===== src/rtl/pwm_bank_if.sv =====
// Command and pin bus of the multi-channel PWM block.
interface pwm_bank_if;
    logic [7:0] ui_in;
    logic [7:0] uio_in;
    logic [7:0] uo_out;
    logic [7:0] uio_out;
    logic [7:0] uio_oe;

    modport master (
        output ui_in,
        output uio_in,
        input  uo_out,
        input  uio_out,
        input  uio_oe
    );

    modport slave (
        input  ui_in,
        input  uio_in,
        output uo_out,
        output uio_out,
        output uio_oe
    );
endinterface


===== src/rtl/pwm_bank.sv =====
// Multi-channel PWM generator: strobed commands, prescaler, double-buffered duty, enable mask.
module pwm_bank #(
    parameter int unsigned NUM_CH = 4,
    parameter int unsigned WIDTH  = 8
) (
    input  logic      clk,
    input  logic      rst_n,
    input  logic      ena,
    pwm_bank_if.slave bus
);

    localparam int unsigned      MAX      = (1 << WIDTH) - 1;
    localparam logic [WIDTH-1:0] CNT_LAST = WIDTH'(MAX - 1);
    localparam logic [1:0]       OP_DUTY  = 2'b01;
    localparam logic [1:0]       OP_PRE   = 2'b10;
    localparam logic [1:0]       OP_MASK  = 2'b11;

    logic                          prev_strobe_q, prev_strobe_d;
    logic [7:0]                    pre_q, pre_d;
    logic [7:0]                    pre_cnt_q, pre_cnt_d;
    logic [WIDTH-1:0]              cnt_q, cnt_d;
    logic [NUM_CH-1:0]             mask_q, mask_d;
    logic [NUM_CH-1:0][WIDTH-1:0]  shadow_q, shadow_d;
    logic [NUM_CH-1:0][WIDTH-1:0]  active_q, active_d;
    logic [NUM_CH-1:0]             pwm_q, pwm_d;
    logic                          wrap_q, wrap_d;

    logic       accept_c;
    logic       tick_c;
    logic       boundary_c;
    logic [7:0] uo_c;
    logic       unused_bits_c;

    // Strobe edge detect, prescaler tick and period boundary.
    always_comb begin
        accept_c   = bus.ui_in[7] & ~prev_strobe_q;
        tick_c     = ena & (pre_cnt_q == pre_q);
        boundary_c = tick_c & (cnt_q == CNT_LAST);
    end

    // Command decode into shadow duty, prescale and mask registers.
    always_comb begin
        prev_strobe_d = bus.ui_in[7];
        pre_d         = pre_q;
        mask_d        = mask_q;
        shadow_d      = shadow_q;
        if (accept_c) begin
            case (bus.ui_in[6:5])
                OP_DUTY: begin
                    for (int unsigned i = 0; i < NUM_CH; i++) begin
                        if (bus.ui_in[2:0] == 3'(i)) begin
                            shadow_d[i] = bus.uio_in[WIDTH-1:0];
                        end
                    end
                end
                OP_PRE:  pre_d  = bus.uio_in;
                OP_MASK: mask_d = bus.uio_in[NUM_CH-1:0];
                default: ;
            endcase
        end
    end

    // Prescaler, period counter, duty buffer swap and output compare.
    always_comb begin
        pre_cnt_d = pre_cnt_q;
        cnt_d     = cnt_q;
        pwm_d     = pwm_q;
        active_d  = boundary_c ? shadow_q : active_q;
        wrap_d    = boundary_c;
        if (ena) begin
            pre_cnt_d = tick_c ? 8'd0 : pre_cnt_q + 8'd1;
            if (tick_c) begin
                cnt_d = boundary_c ? '0 : cnt_q + WIDTH'(1);
            end
            for (int unsigned i = 0; i < NUM_CH; i++) begin
                pwm_d[i] = mask_q[i] & (cnt_q < active_q[i]);
            end
        end
    end

    // State registers with synchronous active-low reset.
    always_ff @(posedge clk) begin
        if (!rst_n) begin
            prev_strobe_q <= 1'b1;
            pre_q         <= '0;
            pre_cnt_q     <= '0;
            cnt_q         <= '0;
            mask_q        <= '0;
            shadow_q      <= '0;
            active_q      <= '0;
            pwm_q         <= '0;
            wrap_q        <= 1'b0;
        end else begin
            prev_strobe_q <= prev_strobe_d;
            pre_q         <= pre_d;
            pre_cnt_q     <= pre_cnt_d;
            cnt_q         <= cnt_d;
            mask_q        <= mask_d;
            shadow_q      <= shadow_d;
            active_q      <= active_d;
            pwm_q         <= pwm_d;
            wrap_q        <= wrap_d;
        end
    end

    // Pin mapping: PWM lanes low, wrap pulse on bit 7, unused lanes tied low.
    always_comb begin
        uo_c             = '0;
        uo_c[NUM_CH-1:0] = pwm_q;
        uo_c[7]          = wrap_q;
    end

    assign bus.uo_out  = uo_c;
    assign bus.uio_out = '0;
    assign bus.uio_oe  = '0;

    // ui_in[4:3] carry no meaning.
    assign unused_bits_c = ^bus.ui_in[4:3];

endmodule


===== src/flat_wrapper.sv =====
// flat-port wrapper written by rule: the top's interface ports become plain ports
module pwm_bank_flat 
#(
    parameter int unsigned NUM_CH = 4,
    parameter int unsigned WIDTH  = 8
)
  (clk, rst_n, ena, bus_ui_in, bus_uio_in, bus_uo_out, bus_uio_out, bus_uio_oe);
  pwm_bank_if bus_i ();
  input  logic clk;
  input  logic rst_n;
  input  logic ena;
  input wire logic [$bits(bus_i.ui_in)-1:0] bus_ui_in;
  input wire logic [$bits(bus_i.uio_in)-1:0] bus_uio_in;
  output wire logic [$bits(bus_i.uo_out)-1:0] bus_uo_out;
  output wire logic [$bits(bus_i.uio_out)-1:0] bus_uio_out;
  output wire logic [$bits(bus_i.uio_oe)-1:0] bus_uio_oe;
  assign bus_i.ui_in = bus_ui_in;
  assign bus_i.uio_in = bus_uio_in;
  assign bus_uo_out = bus_i.uo_out;
  assign bus_uio_out = bus_i.uio_out;
  assign bus_uio_oe = bus_i.uio_oe;
  pwm_bank #(.NUM_CH(NUM_CH), .WIDTH(WIDTH)) u_core (.clk(clk), .rst_n(rst_n), .ena(ena), .bus(bus_i));
endmodule

===== config.mk =====
export PLATFORM = sky130hd
export DESIGN_NAME = pwm_bank_flat
export DESIGN_NICKNAME = d
export VERILOG_FILES = /design/src/rtl/pwm_bank_if.sv /design/src/rtl/pwm_bank.sv /design/src/flat_wrapper.sv
export SDC_FILE = /design/constraint.sdc
export NUM_CORES = 1
export LEC_CHECK = 0
export CAP_MARGIN = 10
export CORE_MARGIN = 4
export CORE_UTILIZATION = 63
export DETAILED_ROUTE_END_ITERATION = 10
export DONT_BUFFER_PORTS = 1
export HOLD_SLACK_MARGIN = 0.12
export PLACE_DENSITY = 0.83
export RECOVER_POWER = 50
export SETUP_SLACK_MARGIN = 0.05
export SYNTH_ARGS = -nofsm -noshare
export SYNTH_HDL_FRONTEND = slang
export SYNTH_SLANG_ARGS = --single-unit

===== constraint.sdc =====
create_clock -name clk -period 2.15 [get_ports clk]
set_input_delay 0.215 -clock clk [delete_from_list [all_inputs] [get_ports clk]]
set_output_delay 0.215 -clock clk [all_outputs]
set_load 0.05 [all_outputs]

# Word level (Yosys, flattened, before mapping)
# Cells that the tools add are included.
[word_totals]
mem_count = 0
out_inout_bits = 24
reg_bits = 98
word_cells = 47
mem_bits_rw = 0
latch_bits = 0
inputBits = 19
mem_bits_ro = 0
[classes]
add_sub_neg = 2
shift = 0
bitwise_logic = 8
mux = 2
order_cmp = 4
div_mod_pow = 0
reduce_logical = 8
multipliers = 0
n_eq_ne = 8
[op_table]
columns = ["operator", "n"]
rows = [
  ["8-bit less-than comparator", 4],
  ["8-bit by 1-bit adder with 8-bit output, second input constant", 2],
  ["8-bit 2-to-1 mux", 2],
  ["3-bit AND reduction", 4],
  ["8-bit equality test", 1],
  ["8-bit equality test, second input constant", 1],
  ["1-bit AND", 7],
  ["3-bit by 2-bit equality test with 1-bit output, second input constant", 2],
  ["2-bit AND reduction", 3],
  ["2-bit equality test, second input constant", 2],
  ["3-bit by 1-bit equality test with 1-bit output, second input constant", 1],
  ["3-bit zero test", 1],
  ["2-bit by 1-bit equality test with 1-bit output, second input constant", 1],
  ["1-bit inverter", 1],
]

# Depth between registers and ports, before layout
[depth]
ltp_word = 4
depth_mapped = 7
ltp_nobuf = 6

# Worst setup path before layout
# Ideal clock, no wire load.
[synth_path]
path_kind = "register -> register"
from = "register u_core.cnt_q[1]"
to = "register u_core.active_q[0] in the netlist's numbering"
setup_time_ps = 128
slack_ps = 250
synth_period_minus_slack_ps = 1900
n_path_buf = 1
stages_incl_launch_ff = 7
required_time_ps = 2022
t_arrival_ps = 1772
cell_sequence = "dfxtp_1 > ha_1 > nand4_1 > nor4_2 > buf_6 > mux2i_1 > nor2_1"
[synth_between]
elab_chain_len = 2
[synth_lines]
columns = ["item", "line", "rtl"]
rows = [
  ["start, declared", "pwm_bank.sv:21", "logic [WIDTH-1:0] cnt_q, cnt_d;"],
  ["start signal, assigned", "pwm_bank.sv:97", "cnt_q <= cnt_d;"],
  ["8-bit equality test", "pwm_bank.sv:38", "boundary_c = tick_c & (cnt_q == CNT_LAST);"],
  ["1-bit AND", "pwm_bank.sv:38", ""],
  ["end signal, assigned", "pwm_bank.sv:100", "active_q <= active_d;"],
  ["end, declared", "pwm_bank.sv:24", "logic [NUM_CH-1:0][WIDTH-1:0] active_q, active_d;"],
]
# Every way passes these cells.
# A chain may end at the register's enable or synchronous reset.

# Worst setup path in the final report
[layout_path]
from = "register u_core.cnt_q[0]"
to = "register u_core.active_q[6] in the netlist's numbering"
# The elaborated chain is that of the path after synthesis.

==> metrics.cfg <==
[run_status]
status=finished, final reports clean

[clock_network]
cts_root_buf=clkbuf_8
cts.sinks=98
clkTransAtPathRegs_ps=100
cts_made_buffers=9
cts-htree-levels=3
clk_latency_ps=360
cts_buffer_depth=2
cts_tree=done

[logic_synthesis]
async_flop_share_pct=0
synth_edf_count=0
synth_top_family_by_area=multiplexers
synth_xor_area_share_pct=2.622
yosys_most_used_dff=dfxtp_1
synth_compound_area_share_pct=6.126
synth_top_area_share_pct=41.95
synth_simple_gate_area_share_pct=15.86
syn_area_sq_mm=0.004677
synth_fa_ha_area_share_pct=8.293
synth_area_per_cell_sq_um=9.525
synthTopCellsByArea=dfxtp_1 (42%), mux2i_1 (17%), ha_1 (8.3%)
syn_inst=491
yosysWarnings=0
ys_ff_latch=98
yosys.area.top_type=dfxtp_1
muxShareOfSynthArea_pct=17.12
ys_seq_area_share_pct=41.95
synth_cell_types=42

[drt]
wl_per_cell_microns=17.09
remaining_drc_errors=0
wl_microns=10550
dr.pass1.iters=5
drt_iter0_markers=294
drt.antenna.violating_nets=0
routed_via_density=5.728
num_vias=3534

[sta]
clock.fmax_mhz=493.6
period_share_pct=94.23
skew_ps=11.66
report.final.slew_viol_count=0
final.setup.tns_ps=0
setup_viol=0
period_minus_slack_ps=2026
slew_headroom_pct=49.44
rsz0062_at_grt=false
hold_violations=0
worst_pin_slew_ps=755.8

[setup_path]
critPathBufInv=3
cp.arrival_ps=2270
path_cells=inv_2 > ha_1 > nand4_1 > nor4_4 > buf_4 > buf_6 > mux2i_1 > nor2_1
cp-end-kind=flop
critical-path-top-delay-family=buffers and inverters
max_stage_delay_ps=400
r2r_slack_ps=120
critical_path_class=reg -> reg
cp-start-kind=flop
critPathRequiredTime_ps=2400
cp_max_fo=16
cp_slowest_cell=dfxtp_1

[grt]
gr-usage-all-layers_pct=24.56
grt_antenna_before_repair=0
grt_start_max_net_pins=35
grt_pass1_vias=3543
overflow=0
grt_pass1_wl_microns=16800

[power]
ir_worst_vdd_mv=0.5054
p_leak_nw=1.855
power_density_mw_per_mm2=621.1

[placed_design]
dp_cells=587
dp_hpwl_microns=7037
io_buffers=0
place_congestion=0.8144

[finish]
mostFrequentLayoutCells=dfxtp_1 (95), nor2_1 (80), mux2i_1 (80)
fin_cells=617
fillers=547
multi_input_area_sq_mm=0.002425
antenna_cells=0
fin_nets=563
drive_gt1_share_pct=7.722
final_common_cell=dfxtp_1
areaGrowthSynthToFinish_pct=8.534
regArea_sq_mm=0.001966

[die]
fp.dieArea_sq_mm=0.008866
core_area_sq_mm=0.007253
start_util_pct=64.48
ios=43
die_w_microns=94.16
rows=31
die_y_microns=94.16

[job]
maxCapViolations=0

[min_path]
hold_path.class=in -> reg

flip-flops by register name (all words and copies together), names as in the netlist:
signal and count:
u_core.pwm_q 4, u_core.wrap_q 1, u_core.prev_strobe_q 1, u_core.mask_q 4, u_core.cnt_q 8, u_core.active_q 32, u_core.pre_cnt_q 8, u_core.pre_q 8
u_core.shadow_q 32
Yosys cell counts (5+ instances only):
library cell / number
dfxtp_1: 98
mux2i_1: 80
nor2_1: 80
inv_1: 33
ha_1: 31
buf_4: 20
a21oi_1: 13
nand2_1: 13
o21ai_0: 13
clkbuf_1: 11
nor2b_1: 11
xnor2_1: 11
a21boi_0: 10
nand4_1: 7
nor3b_1: 6
nor4b_1: 5
or3_1: 5
area by class of cell:
class | count | area share, %
clock buffer | 11 | 2.588
clock inverter | 5 | 0.7641
inverter | 34 | 2.514
multi-input combinational | 339 | 47.77
sequential | 98 | 38.72
tap | 99 | 2.440
timing repair buffer | 31 | 5.201
where the power goes:
| group | internal [mW] | leakage, nW | total, mW | switching, mW |
|---|---|---|---|---|
| clock | 0.428 | 0.0839 | 1.06 | 0.634 |
| combinational | 0.0677 | 0.979 | 0.252 | 0.184 |
| sequential | 1.83 | 0.792 | 1.84 | 0.0132 |
metrics by stage:
stage	power (mW)	util (%)	worst slack (ps)	hold WS, ps	cell area (sq um)
after floorplan	2.078	-	250.2	316.5	4745
after global placement	2.079	65.97	152.7	294.3	4785
after detailed placement	2.086	65.97	50.15	300.7	4785
after CTS	3.172	69.90	154.0	130.1	5070
after global routing	3.271	69.98	21.26	137.9	5076
final	3.153	69.98	124.1	139.6	5076
layer usage:
metal / track usage [%] / up-vias / wire length [microns]
met5: 0 / - / 0
met1: 28.99 / 1711 / 4354
met4: 9.627 / 0 / 253
li1: - / 1678 / -
met2: 42.26 / 120 / 5264
met3: 6.490 / 25 / 673
final timing paths:
| kind | from | endpoint | cells past startpoint |
|---|---|---|---|
| min | rst_n | u_core.active_q[29] | 2 |
| max reg2reg | u_core.cnt_q[0] | u_core.active_q[6] | 8 |
| max | u_core.cnt_q[0] | u_core.active_q[6] | 8 |
| min reg2reg | u_core.shadow_q[26] | u_core.active_q[26] | 2 |
repair_timing:
item                                    CTS  global route
endpoints found under the hold margin    65             0
buffers inserted                          0             2
pin swaps                                 0             1
hold buffers                             11             0
gates cloned                              0             1
gates resized for setup                   1             5
endpoints found under the setup margin    1             2
logic make-up (layout without fill, tap and decap cells):
kind of cell,count (synthesis),after routing
AND/OR/NAND/NOR,148,148
flip-flops,98,98
multiplexers,80,80
buffers and inverters,72,81
AO/OA/AOI/OAI,47,47
adder cells (fa/ha/maj),31,31
XOR/XNOR,14,14
other,1,19
Power figures use the tool's default switching activity.
